`src/rtl/mem_access_ctrl.sv`:
```
// Load/store sequencer for a single-port word memory; sub-word stores become read-modify-write.
// Accepts one request in IDLE only and holds the memory bus steady until mem_ready.
module memstager (
  input  logic [2:0]  funct3,
  input  logic [1:0]  offset,
  input  logic [31:0] word,
  input  logic [31:0] wdata,
  output logic [31:0] load_data,
  output logic [31:0] store_data
);
  logic [31:0] shifted;
  logic [4:0]  sh;

  always_comb begin
    sh        = {offset, 3'b000};
    shifted   = word >> sh;
    load_data = 32'h0;
    case (funct3)
      3'b000:  load_data = {{24{shifted[7]}}, shifted[7:0]};
      3'b001:  load_data = {{16{shifted[15]}}, shifted[15:0]};
      3'b010:  load_data = word;
      3'b100:  load_data = {24'h0, shifted[7:0]};
      3'b101:  load_data = {16'h0, shifted[15:0]};
      default: load_data = 32'h0;
    endcase

    store_data = wdata;
    case (funct3[1:0])
      2'b00:   store_data = (word & ~(32'h0000_00FF << sh)) | ({24'h0, wdata[7:0]} << sh);
      2'b01:   store_data = (word & ~(32'h0000_FFFF << sh)) | ({16'h0, wdata[15:0]} << sh);
      default: store_data = wdata;
    endcase
  end
endmodule

module mem_access_ctrl (
  input  logic        clk,
  input  logic        resetn,
  input  logic        req_valid,
  output logic        req_ready,
  input  logic        req_we,
  input  logic [2:0]  req_funct3,
  input  logic [31:0] req_addr,
  input  logic [31:0] req_wdata,
  output logic        resp_valid,
  output logic [31:0] resp_rdata,
  output logic        resp_err,
  output logic        mem_valid,
  output logic        mem_we,
  output logic [31:0] mem_addr,
  output logic [31:0] mem_wdata,
  input  logic        mem_ready,
  input  logic [31:0] mem_rdata
);
  localparam logic [1:0] S_IDLE = 2'd0;
  localparam logic [1:0] S_RD   = 2'd1;
  localparam logic [1:0] S_WR   = 2'd2;
  localparam logic [1:0] S_RESP = 2'd3;

  logic [1:0]  state_q, state_d;
  logic        we_q, we_d;
  logic [2:0]  funct3_q, funct3_d;
  logic [31:0] addr_q, addr_d;
  logic [31:0] wdata_q, wdata_d;
  logic [31:0] word_q, word_d;
  logic [31:0] rdata_q, rdata_d;
  logic        err_q, err_d;

  logic        accept;
  logic        req_err;
  logic [31:0] stage_word;
  logic [31:0] load_data;
  logic [31:0] store_data;

  // In RD the word being captured is fed straight through so the load result registers on the same edge.
  assign stage_word = (state_q == S_RD) ? mem_rdata : word_q;

  memstager u_stager (
    .funct3     (funct3_q),
    .offset     (addr_q[1:0]),
    .word       (stage_word),
    .wdata      (wdata_q),
    .load_data  (load_data),
    .store_data (store_data)
  );

  assign accept = req_valid && (state_q == S_IDLE);

  always_comb begin
    req_err = 1'b0;
    if (req_we) begin
      if (req_funct3 > 3'b010) req_err = 1'b1;
    end else if (req_funct3 == 3'b011 || req_funct3 == 3'b110 || req_funct3 == 3'b111) begin
      req_err = 1'b1;
    end
    if (req_funct3[1:0] == 2'b01 && req_addr[0]) req_err = 1'b1;
    if (req_funct3[1:0] == 2'b10 && req_addr[1:0] != 2'b00) req_err = 1'b1;
  end

  always_comb begin
    state_d  = state_q;
    we_d     = we_q;
    funct3_d = funct3_q;
    addr_d   = addr_q;
    wdata_d  = wdata_q;
    word_d   = word_q;
    rdata_d  = rdata_q;
    err_d    = err_q;
    case (state_q)
      S_IDLE: begin
        if (accept) begin
          we_d     = req_we;
          funct3_d = req_funct3;
          addr_d   = req_addr;
          wdata_d  = req_wdata;
          rdata_d  = 32'h0;
          err_d    = req_err;
          if (req_err)                              state_d = S_RESP;
          else if (req_we && req_funct3 == 3'b010)  state_d = S_WR;
          else                                      state_d = S_RD;
        end
      end
      S_RD: begin
        if (mem_ready) begin
          word_d = mem_rdata;
          if (we_q) begin
            state_d = S_WR;
          end else begin
            rdata_d = load_data;
            state_d = S_RESP;
          end
        end
      end
      S_WR: begin
        if (mem_ready) state_d = S_RESP;
      end
      default: begin
        rdata_d = 32'h0;
        err_d   = 1'b0;
        state_d = S_IDLE;
      end
    endcase
  end

  always_ff @(posedge clk or negedge resetn) begin
    if (!resetn) begin
      state_q  <= S_IDLE;
      we_q     <= 1'b0;
      funct3_q <= 3'b000;
      addr_q   <= 32'h0;
      wdata_q  <= 32'h0;
      word_q   <= 32'h0;
      rdata_q  <= 32'h0;
      err_q    <= 1'b0;
    end else begin
      state_q  <= state_d;
      we_q     <= we_d;
      funct3_q <= funct3_d;
      addr_q   <= addr_d;
      wdata_q  <= wdata_d;
      word_q   <= word_d;
      rdata_q  <= rdata_d;
      err_q    <= err_d;
    end
  end

  // Bus outputs derive only from state and latched request, so reset clears them without a clock.
  assign req_ready  = (state_q == S_IDLE);
  assign resp_valid = (state_q == S_RESP);
  assign resp_rdata = rdata_q;
  assign resp_err   = err_q;
  assign mem_valid  = (state_q == S_RD) || (state_q == S_WR);
  assign mem_we     = (state_q == S_WR);
  assign mem_addr   = mem_valid ? {addr_q[31:2], 2'b00} : 32'h0;
  assign mem_wdata  = mem_we ? store_data : 32'h0;
endmodule

```
`config.mk`:
```
export PLATFORM = sky130hd
export DESIGN_NAME = mem_access_ctrl
export DESIGN_NICKNAME = d
export VERILOG_FILES = /design/src/rtl/mem_access_ctrl.sv
export SDC_FILE = /design/constraint.sdc
export NUM_CORES = 1
export LEC_CHECK = 0
export CORE_AREA = 2 2 154 156
export DETAILED_ROUTE_END_ITERATION = 6
export DIE_AREA = 0 0 156 158
export HOLD_SLACK_MARGIN = 0.15
export PLACE_DENSITY = 0.6
export REMOVE_ABC_BUFFERS = 1
export SLEW_MARGIN = 0
export SYNTH_ARGS = -nofsm -noshare
export SYNTH_HDL_FRONTEND = slang
export SYNTH_SLANG_ARGS = --single-unit
```
`constraint.sdc`:
```
create_clock -name clk -period 2.4 [get_ports clk]
set_input_delay 0.24 -clock clk [delete_from_list [all_inputs] [get_ports clk]]
set_output_delay 0.24 -clock clk [all_outputs]
set_load 0.01 [all_outputs]
```
==> results of run 1 <==
-- cell families (layout without fill, tap and decap cells) --
| kind of cell | count (synthesis) | in the layout | synth area share [%] |
|---|---|---|---|
| DFF | 135 | 135 | 42.6 |
| adders and majority gates | 8 | 8 | 1.26 |
| muxes | 162 | 162 | 25.2 |
| other | 1 | 2 | 0.0473 |
| AOI/OAI and AO/OA | 165 | 165 | 15.3 |
| and+or+nand+nor | 202 | 202 | 11.6 |
| buffers and inverters | 70 | 426 | 4.04 |
-- through the flow --
step | TNS, ns | area (µm²) | hold slack (ns) | util (%) | setup slack (ns)
after floorplan | -209.50 | 7650 | -0.0556 | - | -2.85
after global placement | -2.95 | 11100 | 0.279 | 48.1 | -0.212
after detailed placement | -4.04 | 11100 | 0.281 | 48.1 | -0.234
after CTS | -2.84 | 12600 | 0.396 | 54.7 | -0.217
after global routing | -10.36 | 13300 | 0.407 | 57.8 | -0.332
final | -6.41 | 13300 | 0.379 | 57.8 | -0.209
-- how the worst min path moves through the flow --
stage / cells after the start / startpoint / end / slack, ns
3_5_place_dp: 1 / resetn / addr_q[13] / 0.28
3_3_place_gp: 1 / resetn / addr_q[13] / 0.28
4_1_cts: 2 / resetn / addr_q[13] / 0.40
2_1_floorplan: 0 / resetn / addr_q[0] / -0.06
6_report: 2 / resetn / addr_q[13] / 0.38
5_1_grt: 2 / resetn / addr_q[21] / 0.41
-- state kept, by name (all words and copies together), names as in the netlist --
signal      cells
addr_q         32
word_q         32
funct3_q        3
we_q            1
wdata_q        32
state_q         2
resp_err        1
resp_rdata     32
-- cells in the final DEF (no fill, tap or decap), types with 14 or more instances in the layout --
cell type / netlist / layout
dlygate4sd2_1: 0 / 30
buf_2: 7 / 24
buf_6: 5 / 34
mux2_2: 112 / 102
a21oi_1: 29 / 17
mux4_2: 19 / 19
clkdlybuf4s50_1: 0 / 137
nand2_1: 105 / 95
buf_12: 0 / 14
mux2i_4: 0 / 19
buf_4: 3 / 134
and2_1: 31 / 31
dfrtp_1: 135 / 133
clkbuf_16: 0 / 17
nor2_1: 27 / 25
-- timing repair --
action | CTS | global route
pin swaps | 55 | 64
gates resized for setup | 329 | 125
hold buffers | 1 | 0
hold endpoints to repair | 59 | 0
endpoints found under the setup margin | 86 | 59
setup buffers | 48 | 24
cloned | 1 | 0
-- layout make-up --
cell class | instances | area share [%]
sequential | 135 | 25.4
clock buffer | 20 | 3.51
clock inverter | 12 | 1.84
timing repair buffer | 385 | 27.0
tap | 290 | 2.73
multi-input combinational | 539 | 39.2
inverter | 9 | 0.291
-- worst max-delay path: stages (launching register included) --
cell      delay (ns)
dfrtp_1         0.38
inv_2           0.08
ha_4            0.22
buf_12          0.13
buf_12          0.12
buf_12          0.11
mux2i_1         0.19
buf_4           0.17
o21ai_2         0.05
o211ai_1        0.23
a21boi_1        0.11
buf_2           0.16
-- power groups by stage --
stage	sequential [mW]	clock [mW]	combinational [mW]
finish	4.05	3.18	13.6
global route	4.15	3.34	14.3
CTS	3.98	3.23	12.2
detailed placement	3.93	0	10.8
global placement	3.88	0	10.7
floorplan	4.02	0	5.37
-- metal layers --
layer | share of wire, % | vias up | track usage (%)
met3 | 9.3 | 70 | 8.62
met5 | 0 | - | 0
met4 | 3.0 | 0 | 9.57
met1 | 40 | 3893 | 30.0
li1 | - | 3441 | -
met2 | 48 | 413 | 38.8
==> results.py, run 1 <==
metrics = {
    "logic_synthesis": {
        "synth_top_area_share_pct": 42.6,
        "yosys_warnings": 0,
        "yosys-top-cells-count": "dfrtp_1 (135), mux2_2 (112), nand2_1 (105), clkbuf_1 (35)",
        "async_flop_share_pct": 100,
        "synth-edff-count": 0,
        "ys_top_cells_by_area": "dfrtp_1 (43%), mux2_2 (16%), mux4_2 (5.4%), nand2_1 (5.0%), mux2i_1 (3.9%)",
        "syn_inst": 743,
        "synth_cell_types": 52,
        "synth_top_area_cell": "dfrtp_1",
        "avgSynthCellArea_um2": 10.7,
        "synth-seq-cells": 135,
        "synth_most_common_cell": "dfrtp_1",
        "ys.flop_type": "dfrtp_1",
        "ys_seq_area_share_pct": 42.6,
        "syn-cell-area_mm2": 0.00793,
    },
    "final_layout": {
        "layout-drive-gt1-share_pct": 45.6,
        "fillers": 1877,
        "nets": 1199,
        "ff_latch_area_mm2": 0.00338,
        "diodes": 0,
        "multi_input_area_mm2": 0.00523,
        "instances_no_fill": 1390,
        "synthToLayoutAreaGrowth_pct": 67.8,
    },
    "cts": {
        "clock_latency_ns": 0.43,
        "cts_htree_levels": 4,
        "cts_buffer_depth": 2,
        "path_clk_slew_ns": 0.06,
        "cts_sinks": 135,
        "root_buffer": "clkbuf_16",
        "cts_tree": "done",
        "cts_made_buffers": 17,
    },
    "setup_path": {
        "startpoint": "state_q[1]",
        "r2r_slack_ns": -0.19,
        "worstSetupEndpoint": "mem_wdata[18]",
        "arrival_ns": 2.37,
        "r2r_end": "resp_rdata[18]",
        "crit_required_ns": 2.16,
        "cp_max_fo": 5,
        "r2r_start": "state_q[1]",
        "cp-start-kind": "flip-flop",
        "crit_path_end_kind": "output pin",
        "path_class": "reg -> out",
        "reg2reg_depth": 13,
    },
    "pwr": {
        "p_sw_share_pct": 40.3,
        "p_switching_mw": 8.39,
        "p_seq_share_pct": 19.5,
        "powerDensity_mw_per_mm2": 1560,
        "clock_power_share_pct": 15.3,
        "power_leakage_nw": 5.86,
        "pwr-share-comb_pct": 65.2,
        "p_int_mw": 12.4,
        "peakVddDrop_v": 0.000791,
        "p_total_mw": 20.8,
    },
    "floorplan": {
        "initial_core_util_pct": 34.4,
        "io_pins": 205,
        "rows": 56,
        "die_area_mm2": 0.0246,
        "die_width_um": 156,
        "fp.dieH_um": 158,
        "core_mm2": 0.0231,
    },
    "routing": {
        "via_per_inst": 5.62,
        "vias": 7817,
        "ant_nets": 0,
        "drt_iter0_markers": 461,
        "wl_per_cell_um": 22.1,
        "drc": 0,
        "routed_wl_um": 30800,
        "drt_pass1_iterations": 5,
    },
    "grt": {
        "antenna_found_initial": 0,
        "grt_max_degree": 62,
        "grt_first_pass_wirelength_um": 44800,
        "grt.total_usage_pct": 24.2,
        "overflow": 0,
        "grt_pass1_vias": 7881,
    },
    "placement": {
        "portBuffers": 202,
        "gp_congestion": 0.899,
        "post-dp-hpwl_um": 20500,
        "dp_cells": 1301,
    },
    "timing": {
        "fmax_mhz": 383,
        "setup_viol": 53,
        "report.final.slew_viol_count": 0,
        "hold_viol_final": 0,
        "fin_crit_sh_pct": 109,
        "worst-slew-pin-transition_ns": 0.619,
        "fin_worst_skew_ns": 0.00897,
        "period_needed_ns": 2.61,
        "grt_setup_unrepaired": "true",
        "max_slew_margin_pct": 58.7,
        "fin_ws_ns": -0.209,
    },
    "status": {
        "violations": "setup timing",
        "outcome": "complete, but fails checks",
    },
    "flow_run": {
        "cap_violations": 0,
    },
    "worst_hold_path": {
        "hold_path_class": "in -> async",
    },
}
Power figures use the tool's default switching activity.
==> inputs of run 2 (changes only) <==
CORE_AREA = 2 2 172 174   (was 2 2 154 156)
DIE_AREA = 0 0 174 176   (was 0 0 156 158)
PLACE_DENSITY = 0.5   (was 0.6)
==> run 2 against run 1 <==
  * Utilization down 13 points
  * Combinational power down 8%
  * Flip-flop and latch count unchanged
  * Design area down 4.7%
  * First-iteration DRC count up 6.3%
  * The run still ends with setup timing left
  * Sequential power about the same
  * Worst hold slack worse by 0.015 ns
  * Largest power group unchanged
  * Die area up 24%
  * Non-clock buffer count down 26
  * Setup slack better by 0.16 ns
  * Clock-buffer cell count down 2
  * Clock skew up 0.0095 ns
==> results.py, run 2 (same netlist as run 1, synthesis figures left out) <==
metrics = {
    "routing": {
        "drt_pass1_iterations": 4,
        "ant_nets": 0,
        "drt_iter0_markers": 490,
        "wl_per_cell_um": 20.3,
        "drc": 0,
        "via_per_inst": 5.01,
        "routed_wl_um": 29600,
        "vias": 7300,
    },
    "floorplan": {
        "fp.dieH_um": 176,
        "core_mm2": 0.0285,
        "io_pins": 205,
        "die_area_mm2": 0.0306,
        "rows": 62,
        "initial_core_util_pct": 27.8,
        "die_width_um": 174,
    },
    "pwr": {
        "powerDensity_mw_per_mm2": 1510,
        "p_total_mw": 19.2,
        "power_leakage_nw": 5.42,
        "peakVddDrop_v": 0.000580,
    },
    "status": {
        "violations": "setup timing",
        "outcome": "complete, but fails checks",
    },
    "grt": {
        "antenna_found_initial": 1,
        "grt_pass1_vias": 7519,
        "overflow": 0,
        "grt_max_degree": 53,
        "grt_first_pass_wirelength_um": 45100,
        "grt.total_usage_pct": 19.3,
    },
    "setup_path": {
        "reg2reg_depth": 8,
        "startpoint": "state_q[1]",
        "r2r_slack_ns": -0.01,
        "r2r_start": "state_q[1]",
        "crit_required_ns": 2.16,
        "worstSetupEndpoint": "mem_wdata[29]",
        "crit_path_end_kind": "output pin",
        "cp-start-kind": "flip-flop",
        "path_class": "reg -> out",
        "cp_max_fo": 8,
        "arrival_ns": 2.21,
        "r2r_end": "resp_rdata[12]",
    },
    "final_layout": {
        "nets": 1174,
        "mostFrequentLayoutCells": "clkdlybuf4s50_1 (138), dfrtp_1 (133), buf_4 (127)",
        "synthToLayoutAreaGrowth_pct": 60.0,
        "final_common_cell": "clkdlybuf4s50_1",
        "instances_no_fill": 1458,
        "layout-drive-gt1-share_pct": 41.0,
        "fin_util_pct": 44.5,
        "diodes": 0,
        "fin_area_mm2": 0.0127,
    },
    "timing": {
        "fin_crit_sh_pct": 102,
        "setup_viol": 11,
        "worst-slew-pin-transition_ns": 0.577,
        "report.final.slew_viol_count": 0,
        "tns_ns": -0.257,
        "grt_setup_unrepaired": "true",
        "fmax_mhz": 408,
        "max_slew_margin_pct": 61.5,
        "fin_ws_ns": -0.0520,
        "fin_worst_skew_ns": 0.0185,
        "period_needed_ns": 2.45,
        "hold_viol_final": 0,
    },
    "placement": {
        "dp_cells": 1394,
        "placed_cell_area_mm2": 0.0113,
        "post-dp-hpwl_um": 20800,
        "portBuffers": 202,
        "gp_congestion": 0.850,
    },
    "cts": {
        "path_clk_slew_ns": 0.06,
        "cts_made_buffers": 17,
        "clock_latency_ns": 0.44,
        "root_buffer": "clkbuf_16",
        "cts_tree": "done",
        "cts_sinks": 135,
        "cts_buffer_depth": 2,
        "cts_htree_levels": 4,
    },
    "worst_hold_path": {
        "hold_path_class": "in -> async",
    },
    "flow_run": {
        "cap_violations": 0,
    },
}
## run 2: through the flow
stage          hold slack, ns  setup slack [ns]
2_1_floorplan         -0.0556             -2.85
3_3_place_gp            0.260            -0.170
3_5_place_dp            0.254            -0.177
4_1_cts                 0.375            -0.163
5_1_grt                 0.398            -0.140
6_report                0.364           -0.0520
## run 2: worst min-delay path by stage
| stage | from | end | slack (ns) | cells past startpoint |
|---|---|---|---|---|
| final | resetn | word_q[11] | 0.36 | 2 |
| after global routing | resetn | word_q[11] | 0.40 | 2 |
| after floorplan | resetn | addr_q[0] | -0.06 | 0 |
| after detailed placement | resetn | resp_rdata[11] | 0.25 | 1 |
| after global placement | resetn | resp_rdata[11] | 0.26 | 1 |
| after CTS | resetn | word_q[3] | 0.37 | 2 |
## run 2: final cells by class
cell class                 count  area (µm²)
sequential                   135        3380
clock inverter                13         124
tap                          384         480
timing repair buffer         359        3330
multi-input combinational    540        4900
clock buffer                  18         439
fill                        2785       15900
inverter                       9        37.5
## run 2: worst max-delay path, cell delays in order (launching register included)
cell	delay (ns)
dfrtp_1	0.38
inv_2	0.08
ha_4	0.20
buf_12	0.16
mux2_4	0.34
a221oi_2	0.23
a211o_1	0.16
a21boi_1	0.07
buf_2	0.14
## run 2: power by group
| part | internal [mW] | total, mW | switching (mW) |
|---|---|---|---|
| clock network | 1.46 | 2.57 | 1.11 |
| registers | 3.24 | 4.05 | 0.806 |
| logic | 6.61 | 12.5 | 5.94 |
## run 2: what timing repair did
action | 4_1_cts | 5_1_grt
endpoints found under the setup margin | 83 | 58
cloned | 5 | 2
gates resized for setup | 308 | 41
endpoints found under the hold margin | 48 | 0
hold buffers | 1 | 0
pin swaps | 40 | 24
setup buffers | 22 | 13
## run 2: per-layer routing
layer	routed length [µm]	vias up	track usage, %
met2	13600	307	30.7
met3	2440	29	5.32
met5	11	-	0
met1	13100	3570	25.8
met4	487	2	5.78
li1	-	3392	-
